### config.mk
export PLATFORM = sky130hd
export DESIGN_NAME = vga_pattern_gen_flat
export DESIGN_NICKNAME = d
export VERILOG_FILES = /design/src/rtl/vga_pattern_gen_if.sv /design/src/rtl/vga_pattern_gen.sv /design/src/flat_wrapper.sv
export SDC_FILE = /design/constraint.sdc
export NUM_CORES = 1
export LEC_CHECK = 0
export ABC_AREA = 1
export CELL_PAD_IN_SITES_DETAIL_PLACEMENT = 1
export CELL_PAD_IN_SITES_GLOBAL_PLACEMENT = 2
export CORE_MARGIN = 2
export CORE_UTILIZATION = 33
export CTS_BUF_LIST = sky130_fd_sc_hd__clkbuf_8
export DETAILED_ROUTE_END_ITERATION = 7
export PLACE_DENSITY_LB_ADDON = 0.1
export SYNTH_ARGS = -nofsm -noshare
export SYNTH_HDL_FRONTEND = slang
export SYNTH_SLANG_ARGS = --single-unit
### constraint.sdc
create_clock -name vga_clk -period 3.35 [get_ports vga_clk]
set_clock_uncertainty 0.2 [all_clocks]
set_input_delay 0.67 -clock vga_clk [delete_from_list [all_inputs] [get_ports vga_clk]]
set_output_delay 0.67 -clock vga_clk [all_outputs]
set_load 0.02 [all_outputs]
### src/rtl/vga_pattern_gen_if.sv
// Pixel-stream interface between the VGA timing controller and the pattern
// generator: coordinates and mode request in, pixel colour and status out.
interface vga_pattern_gen_if #(
    parameter int PIX_W = 16
);
    logic [11:0]      pix_x;
    logic [11:0]      pix_y;
    logic [2:0]       mode_sel;
    logic [PIX_W-1:0] pix_data;
    logic [2:0]       mode_cur;
    logic [7:0]       frame_cnt;

    // Timing-controller side: drives coordinates and mode request.
    modport master (
        output pix_x, pix_y, mode_sel,
        input  pix_data, mode_cur, frame_cnt
    );

    // Pattern-generator side.
    modport slave (
        input  pix_x, pix_y, mode_sel,
        output pix_data, mode_cur, frame_cnt
    );
endinterface

### src/rtl/vga_pattern_gen.sv
// Test-pattern generator: colour bars, checkerboard, gray ramp or bouncing
// box, one registered pixel per clock. Mode changes and box motion happen
// only at end of frame so a displayed frame is never torn.
module vga_pattern_gen #(
    parameter int H_VALID    = 640,
    parameter int V_VALID    = 480,
    parameter int BAR_NUM    = 10,
    parameter int PIX_W      = 16,
    parameter int GRID_LOG2  = 5,
    parameter int RAMP_SHIFT = 1,
    parameter int BOX_SIZE   = 64,
    parameter int BOX_STEP   = 2
) (
    input logic             vga_clk,
    input logic             sys_rst_n,
    vga_pattern_gen_if.slave vif
);

    typedef enum logic [1:0] {
        MODE_BARS  = 2'd0,
        MODE_CHECK = 2'd1,
        MODE_RAMP  = 2'd2,
        MODE_BOX   = 2'd3
    } mode_t;

    // All coordinate arithmetic is 13-bit unsigned so box_x + BOX_SIZE
    // can never wrap.
    localparam logic [12:0] H_LIM     = 13'(H_VALID);
    localparam logic [12:0] V_LIM     = 13'(V_VALID);
    localparam int          BAR_W     = H_VALID / BAR_NUM;
    localparam logic [12:0] BOX_SZ    = 13'(BOX_SIZE);
    localparam logic [12:0] STEP      = 13'(BOX_STEP);
    localparam logic [12:0] BOX_X_MAX = 13'(H_VALID - BOX_SIZE);
    localparam logic [12:0] BOX_Y_MAX = 13'(V_VALID - BOX_SIZE);

    logic [12:0]      x13, y13;
    logic             blank, eof;
    mode_t            mode_q, mode_req;
    logic [7:0]       frame_q;
    logic [12:0]      box_x, box_y;
    logic             dir_x_neg, dir_y_neg;
    logic [13:0]      bounce_x, bounce_y;
    logic [3:0]       bar_idx;
    logic [12:0]      ramp_full;
    logic [7:0]       gray;
    logic             in_box;
    logic [23:0]      rgb;
    logic [PIX_W-1:0] pix_q;

    // Fixed 16-entry RGB888 palette used by the bars.
    function automatic logic [23:0] palette(input logic [3:0] idx);
        case (idx)
            4'd0:    return 24'hFF0000;
            4'd1:    return 24'hFF8000;
            4'd2:    return 24'hFFFF00;
            4'd3:    return 24'h00FF00;
            4'd4:    return 24'h00FFFF;
            4'd5:    return 24'h0000FF;
            4'd6:    return 24'hFF00FF;
            4'd7:    return 24'h000000;
            4'd8:    return 24'hFFFFFF;
            4'd9:    return 24'hD0D0D0;
            4'd10:   return 24'h800000;
            4'd11:   return 24'h008000;
            4'd12:   return 24'h000080;
            4'd13:   return 24'h808000;
            4'd14:   return 24'h008080;
            default: return 24'h800080;
        endcase
    endfunction

    // RGB888 passes through; RGB565 keeps the top bits of each channel.
    function automatic logic [PIX_W-1:0] to_pix(input logic [23:0] c);
        logic [23:0] full;
        full = (PIX_W == 16) ? {8'h00, c[23:19], c[15:10], c[7:3]} : c;
        return full[PIX_W-1:0];
    endfunction

    // One axis of the bounce: returns {new_dir_neg, new_pos}.
    function automatic logic [13:0] bounce(input logic [12:0] pos,
                                           input logic        neg,
                                           input logic [12:0] lim);
        if (!neg) begin
            if (pos + STEP >= lim) return {1'b1, lim};
            else                   return {1'b0, pos + STEP};
        end else begin
            if (pos <= STEP)       return {1'b0, 13'd0};
            else                   return {1'b1, pos - STEP};
        end
    endfunction

    assign x13      = {1'b0, vif.pix_x};
    assign y13      = {1'b0, vif.pix_y};
    assign blank    = (x13 >= H_LIM) || (y13 >= V_LIM);
    assign eof      = (x13 == H_LIM - 13'd1) && (y13 == V_LIM - 13'd1);
    assign mode_req = vif.mode_sel[2] ? MODE_BARS : mode_t'(vif.mode_sel[1:0]);
    assign bounce_x = bounce(box_x, dir_x_neg, BOX_X_MAX);
    assign bounce_y = bounce(box_y, dir_y_neg, BOX_Y_MAX);

    // Bar index from constant thresholds k*BAR_W; the last bar takes the remainder.
    always_comb begin
        // NOTE: every combinational output gets a default first so no path
        // leaves it unassigned, which would infer a latch.
        bar_idx = 4'd0;
        for (int k = 1; k < BAR_NUM; k++) begin
            if (x13 >= 13'(k * BAR_W)) bar_idx = 4'(k);
        end
    end

    // Gray level for the ramp, saturated at full white.
    always_comb begin
        ramp_full = x13 >> RAMP_SHIFT;
        gray      = (ramp_full > 13'd255) ? 8'hFF : ramp_full[7:0];
    end

    assign in_box = (x13 >= box_x) && (x13 < box_x + BOX_SZ) &&
                    (y13 >= box_y) && (y13 < box_y + BOX_SZ);

    // Colour of the current coordinate in the active mode.
    always_comb begin
        rgb = 24'h000000;
        if (!blank) begin
            unique case (mode_q)
                MODE_BARS:  rgb = palette(bar_idx);
                MODE_CHECK: rgb = (vif.pix_x[GRID_LOG2] ^ vif.pix_y[GRID_LOG2])
                                  ? 24'h000000 : 24'hFFFFFF;
                MODE_RAMP:  rgb = {gray, gray, gray};
                MODE_BOX:   rgb = in_box ? 24'hFFFFFF : 24'h000080;
                default:    rgb = 24'h000000;
            endcase
        end
    end

    // Registered pixel output.
    always_ff @(posedge vga_clk or negedge sys_rst_n) begin
        // NOTE: state registers use non-blocking assignment so every
        // register samples pre-edge values regardless of statement order.
        if (!sys_rst_n) pix_q <= '0;
        else            pix_q <= to_pix(rgb);
    end

    // Frame-synchronous state: mode, frame counter and box position.
    always_ff @(posedge vga_clk or negedge sys_rst_n) begin
        if (!sys_rst_n) begin
            mode_q    <= MODE_BARS;
            frame_q   <= 8'd0;
            box_x     <= 13'd0;
            box_y     <= 13'd0;
            dir_x_neg <= 1'b0;
            dir_y_neg <= 1'b0;
        end else if (eof) begin
            mode_q    <= mode_req;
            frame_q   <= frame_q + 8'd1;
            dir_x_neg <= bounce_x[13];
            box_x     <= bounce_x[12:0];
            dir_y_neg <= bounce_y[13];
            box_y     <= bounce_y[12:0];
        end
    end

    assign vif.pix_data  = pix_q;
    assign vif.mode_cur  = {1'b0, mode_q};
    assign vif.frame_cnt = frame_q;

endmodule

### src/flat_wrapper.sv
// flat-port wrapper written by rule: the top's interface ports become plain ports
module vga_pattern_gen_flat 
#(
    parameter int H_VALID    = 640,
    parameter int V_VALID    = 480,
    parameter int BAR_NUM    = 10,
    parameter int PIX_W      = 16,
    parameter int GRID_LOG2  = 5,
    parameter int RAMP_SHIFT = 1,
    parameter int BOX_SIZE   = 64,
    parameter int BOX_STEP   = 2
)
  (vga_clk, sys_rst_n, vif_pix_x, vif_pix_y, vif_mode_sel, vif_pix_data, vif_mode_cur, vif_frame_cnt);
  vga_pattern_gen_if #(.PIX_W(PIX_W)) vif_i ();
  input logic vga_clk;
  input logic sys_rst_n;
  input wire logic [$bits(vif_i.pix_x)-1:0] vif_pix_x;
  input wire logic [$bits(vif_i.pix_y)-1:0] vif_pix_y;
  input wire logic [$bits(vif_i.mode_sel)-1:0] vif_mode_sel;
  output wire logic [$bits(vif_i.pix_data)-1:0] vif_pix_data;
  output wire logic [$bits(vif_i.mode_cur)-1:0] vif_mode_cur;
  output wire logic [$bits(vif_i.frame_cnt)-1:0] vif_frame_cnt;
  assign vif_i.pix_x = vif_pix_x;
  assign vif_i.pix_y = vif_pix_y;
  assign vif_i.mode_sel = vif_mode_sel;
  assign vif_pix_data = vif_i.pix_data;
  assign vif_mode_cur = vif_i.mode_cur;
  assign vif_frame_cnt = vif_i.frame_cnt;
  vga_pattern_gen #(.H_VALID(H_VALID), .V_VALID(V_VALID), .BAR_NUM(BAR_NUM), .PIX_W(PIX_W), .GRID_LOG2(GRID_LOG2), .RAMP_SHIFT(RAMP_SHIFT), .BOX_SIZE(BOX_SIZE), .BOX_STEP(BOX_STEP)) u_core (.vga_clk(vga_clk), .sys_rst_n(sys_rst_n), .vif(vif_i));
endmodule
==> impl_metrics.yaml, run 1 <==
run_status:
  status: "finished clean"
pwr:
  cellPowerDensity_nw_per_um2: 211
  power.total_uw: 1170
  p_leak_uw: 0.00282
  vdd_drop_max_uv: 133
setup_path:
  crit_top_cell: "nand3_1"
  r2r_slack_ns: 0.50
  crit_fanout: 8
  slowest_stage: "clkdlybuf4s50_1"
  cp-end-kind: "flop"
  start_kind: "input port"
  crit_path_max_incr_delay_ns: 0.62
  crit_type: "input port to flop"
  crit_chain: "clkdlybuf4s50_1 -> inv_1 -> nand3_1 -> nor3_1 -> nand3_1 -> nor2_2 -> nand2_1 -> nor2_1 -> nand3_1 -> xnor2_1"
  required_ns: 3.38
  cp.arrival_ns: 2.91
place:
  place_area_um2: 5470
  globalplace.congestion: 0.885
  io_buffer_count: 54
  hpwl_um: 12000
sta:
  period_share_pct: 86.0
  max_freq_mhz: 347
  slew_headroom_pct: 51.7
  slew_viol_final: 0
  worstMarginPinSlew_ns: 0.725
  finalHoldViolations: 0
  setup_violations: 0
  rsz0062_at_grt: "no"
  whs_ns: 0.187
  finalSetupTns_ns: 0
  finalCriticalPeriod_ns: 2.88
clock_network:
  clock_path_buffers: 2
  clk_latency_ns: 0.33
  root_buffer: "clkbuf_8"
  postCtsHoldBufs: 0
  clk_pin_slew_worst_paths_ns: 0.12
  cts_tree: "built"
  cts_buffers: 5
  post_cts_resized: 0
  cts_setup_buffers: 0
  htree_levels: 2
  cts_sinks: 52
synth:
  synth_top_area_share_pct: 27.7
  netlist_instances: 656
  syn_area_per_cell_um2: 7.15
  synth_common_cells: "119 x nand2_1, 100 x inv_1, 83 x nor2_1"
  synth_edf_count: 0
  synth_top_area_cell: "dfrtp_1"
  synthTopCellsByArea: "dfrtp_1 28%, ha_1 13%, nand2_1 9.5%"
  synth.most_common_cell: "nand2_1"
  syn_nets: 734
  synth-warning-count: 0
  ys_seq_area_share_pct: 27.7
  async_flop_share_pct: 100
  netlist_area_um2: 4690
  ys_ff_latch: 52
  synth_cell_types: 36
  synth_ff_type: "dfrtp_1"
floorplan:
  core_um2: 13900
  die_x_um: 123
  die_y_um: 123
  num_io_pins: 56
  num_rows: 43
  start_util_pct: 33.8
  die_area_um2: 15200
grt:
  track_usage_pct: 20.2
  gr-total-overflow: 0
  grt_pass1_wl_um: 24000
  grt_max_degree: 29
  antenna_found_initial: 0
  first_global_vias: 4614
route:
  vias: 4454
  route.detailed.drc: 0
  wl_per_cell_um: 16.2
  drt_first_iter_violations: 172
  vias_per_cell: 4.98
  first_pass_iters: 4
  drt-total-wl_um: 14500
  detail-route-antenna-nets: 0
layout:
  post-route-cell-area_um2: 5560
  syn2layout_area_growth_pct: 18.6
  antenna_cells: 0
  nets: 792
  drive_gt1_share_pct: 7.27
  post-route-util_pct: 40.1
run:
  max_cap_viol_count: 0
min_path:
  hp-class: "input port to asynchronous set/reset pin"
-- report_power, final --
group / switching (uW) / total (uW) / internal (uW)
clock network: 257 / 411 / 153
registers: 0.0360 / 628 / 627
logic: 79.4 / 136 / 57.0
-- cells by family (layout without fill, tap and decap cells) --
logic type      Yosys count  in the layout  share of synthesized area (%)
buf+inv                 121            180                           10.4
compound gates           91             91                           11.3
xor+xnor                 42             42                           7.84
fa+ha+maj                49             49                           13.1
flops                    52             52                           27.7
other cells               1              1                         0.0799
simple gates            300            300                           29.6
-- per-layer routing --
layer / track usage, % / up-vias / part of all wire [%]
met1: 28.3 / 2154 / 49
met3: 3.14 / 8 / 3.2
met2: 32.7 / 56 / 47
met5: 0 / - / 0
li1: - / 2236 / -
met4: 4.62 / 0 / 0.87
-- cells in the final DEF (no fill, tap or decap), types with 3 or more instances in the layout --
| cell type | count |
|---|---|
| nor3_1 | 17 |
| nor2_2 | 4 |
| dfrtp_1 | 52 |
| o211ai_1 | 7 |
| clkbuf_8 | 5 |
| nand3_1 | 38 |
| xnor2_1 | 6 |
| ha_1 | 49 |
| buf_4 | 8 |
| nand3_2 | 10 |
| inv_2 | 8 |
| inv_1 | 100 |
| xor2_1 | 36 |
| a21oi_1 | 31 |
| o21ai_0 | 31 |
| nand2_1 | 119 |
| nand2_2 | 4 |
| a31oi_1 | 4 |
| a22oi_1 | 8 |
| clkdlybuf4s50_1 | 53 |
| nor2_4 | 3 |
| nor2_1 | 83 |
| nand4_1 | 16 |
-- sequential cells by signal, summed over array words and instances, names as in the netlist --
signal,count
u_core.dir_y_neg,1
u_core.vif.pix_data,16
u_core.box_x,12
u_core.mode_q,2
u_core.dir_x_neg,1
u_core.box_y,12
u_core.vif.frame_cnt,8
-- worst paths after layout --
check	startpoint	endpoint	cells past startpoint
min reg2reg	u_core.vif.frame_cnt[6]	u_core.vif.frame_cnt[6]	1
max reg2reg	u_core.box_x[7]	u_core.vif.pix_data[8]	14
min	sys_rst_n	u_core.box_x[12]	1
max in group asynchronous	sys_rst_n	u_core.vif.pix_data[4]	2
max	vif_pix_x[7]	u_core.vif.frame_cnt[6]	10
min in group vga_clk	u_core.vif.frame_cnt[6]	u_core.vif.frame_cnt[6]	1
-- layout make-up --
type / count / area (um2)
tap: 180 / 225
multi-input combinational: 483 / 2900
clock inverter: 3 / 25.0
inverter: 108 / 405
sequential: 52 / 1300
timing repair buffer: 64 / 636
fill: 1763 / 8320
clock buffer: 5 / 68.8
-- metrics by stage --
stage	setup WS, ns	cells
finish	0.470	895
global route	0.237	895
CTS	0.444	895
detailed placement	0.135	887
global placement	0.191	887
floorplan	0.852	656
-- critical path, delay by kind of cell --
family | cells | cell delay (ns)
xor+xnor | 1 | 0.13
buf+inv | 2 | 0.81
simple gates | 7 | 1.29
No activity file was read; power rests on OpenSTA's default activity.
==> run 2: changes to the inputs <==
- CORE_ASPECT_RATIO: default -> 1.25
==> run 2 against run 1 <==
  * Critical endpoint is now u_core.vif.pix_data[2]
  * Power increased by 1.2%
  * Sequential cell count unchanged
  * Utilization about the same
  * Global-route usage increased by 0.17 points
  * Critical path type is now flop to flop
  * Design area about the same
==> impl_metrics.yaml, run 2 (synthesis results as in run 1) <==
run_status:
  status: "finished clean"
floorplan:
  num_io_pins: 56
  core_um2: 13900
  start_util_pct: 33.8
  die_y_um: 137
  die_area_um2: 15200
  num_rows: 48
  die_x_um: 111
layout:
  largest_register_ffs: 16
  fin_cells: 890
  syn2layout_area_growth_pct: 18.5
  final_common_cell: "nand2_1"
  post-route-cell-area_um2: 5560
  layout_common_cells: "119 x nand2_1, 100 x inv_1, 83 x nor2_1"
  drive_gt1_share_pct: 7.27
  nets: 792
  antenna_cells: 0
sta:
  rsz0062_at_grt: "no"
  max_freq_mhz: 349
  setup_slack_ns: 0.488
  whs_ns: 0.0951
  setup_violations: 0
  finalCriticalPeriod_ns: 2.86
  period_share_pct: 85.4
  finalSetupTns_ns: 0
  finalHoldViolations: 0
  slew_viol_final: 0
setup_path:
  cp-end-kind: "flop"
  start_kind: "flop"
  ff2ff_path_depth: 14
  crit_fanout: 6
  crit_start: "u_core.box_x[7]"
  r2r-start: "u_core.box_x[7]"
  r2r_slack_ns: 0.49
  cp.arrival_ns: 2.94
  r2r-end: "u_core.vif.pix_data[2]"
  required_ns: 3.43
  crit_type: "flop to flop"
min_path:
  hp-class: "input port to asynchronous set/reset pin"
place:
  place_area_um2: 5460
  io_buffer_count: 54
  globalplace.congestion: 0.813
  placed_cells: 882
  hpwl_um: 12200
  preCtsSetupSlack_ns: 0.216
clock_network:
  cts_sinks: 52
  postCtsHoldBufs: 0
  cts_setup_buffers: 0
  clk_pin_slew_worst_paths_ns: 0.12
  post_cts_resized: 0
  clock_path_buffers: 2
  clk_latency_ns: 0.34
  htree_levels: 2
  cts_tree: "built"
  cts_buffers: 5
  root_buffer: "clkbuf_8"
grt:
  gr-total-overflow: 0
  antenna_found_initial: 0
  grt_pass1_wl_um: 24900
  grt_max_degree: 35
  track_usage_pct: 20.4
  first_global_vias: 4890
route:
  drt_first_iter_violations: 138
  drt-total-wl_um: 14900
  route.detailed.drc: 0
  vias_per_cell: 5.04
  first_pass_iters: 4
  detail-route-antenna-nets: 0
  wl_per_cell_um: 16.8
  vias: 4485
pwr:
  cellPowerDensity_nw_per_um2: 214
  p_leak_uw: 0.00282
  vdd_drop_max_uv: 139
run:
  max_cap_viol_count: 0
run 2: changes by cell type in the layout (fill, tap and decap cells not counted):
cell / change
clkinv_4: +1
inv_6: -2
inv_8: +1
run 2: worst max-delay path: stages (launching register included):
cell,delay (ns)
dfrtp_1,0.47
ha_1,0.37
nand2_1,0.09
a221o_2,0.40
ha_1,0.30
a21o_1,0.18
nand4_1,0.09
nand2_1,0.06
inv_1,0.05
nand3_1,0.08
nor2_2,0.13
nand3_4,0.15
nand3_2,0.13
nand2_1,0.06
inv_1,0.05
run 2: final cells by class:
cell class | count | area, um2
Multi-Input combinational cell | 483 | 2900
Clock buffer | 5 | 68.8
Fill cell | 1767 | 8310
Tap cell | 175 | 219
Sequential cell | 52 | 1300
Inverter | 108 | 405
Timing Repair Buffer | 64 | 636
Clock inverter | 3 | 27.5
run 2: stage by stage:
step	total power, uW	util [%]
floorplan	693	-
global route	1250	40.1
CTS	1210	40.1
finish	1190	40.1
detailed placement	777	39.4
global placement	773	39.4
run 2: worst max-delay path by stage:
stage	end	slack, ns
5_1_grt	u_core.vif.pix_data[9]	0.29
3_5_place_dp	u_core.box_y[9]	0.22
6_report	u_core.vif.pix_data[2]	0.49
4_1_cts	u_core.vif.pix_data[6]	0.46
3_3_place_gp	u_core.box_y[9]	0.30
2_1_floorplan	u_core.vif.pix_data[6]	0.85
run 2: power by group:
group          internal [uW]  switching [uW]
Clock                    155             272
Sequential               628          0.0808
Combinational           56.9            78.0
Total                    839             350
run 2: per-layer routing:
layer | GRT usage, % | share of wire [%] | wire, um
met3 | 2.90 | 1.8 | 270
met4 | 7.99 | 3.1 | 456
met1 | 24.3 | 44 | 6560
met5 | 0 | 0 | 0
met2 | 37.2 | 51 | 7630
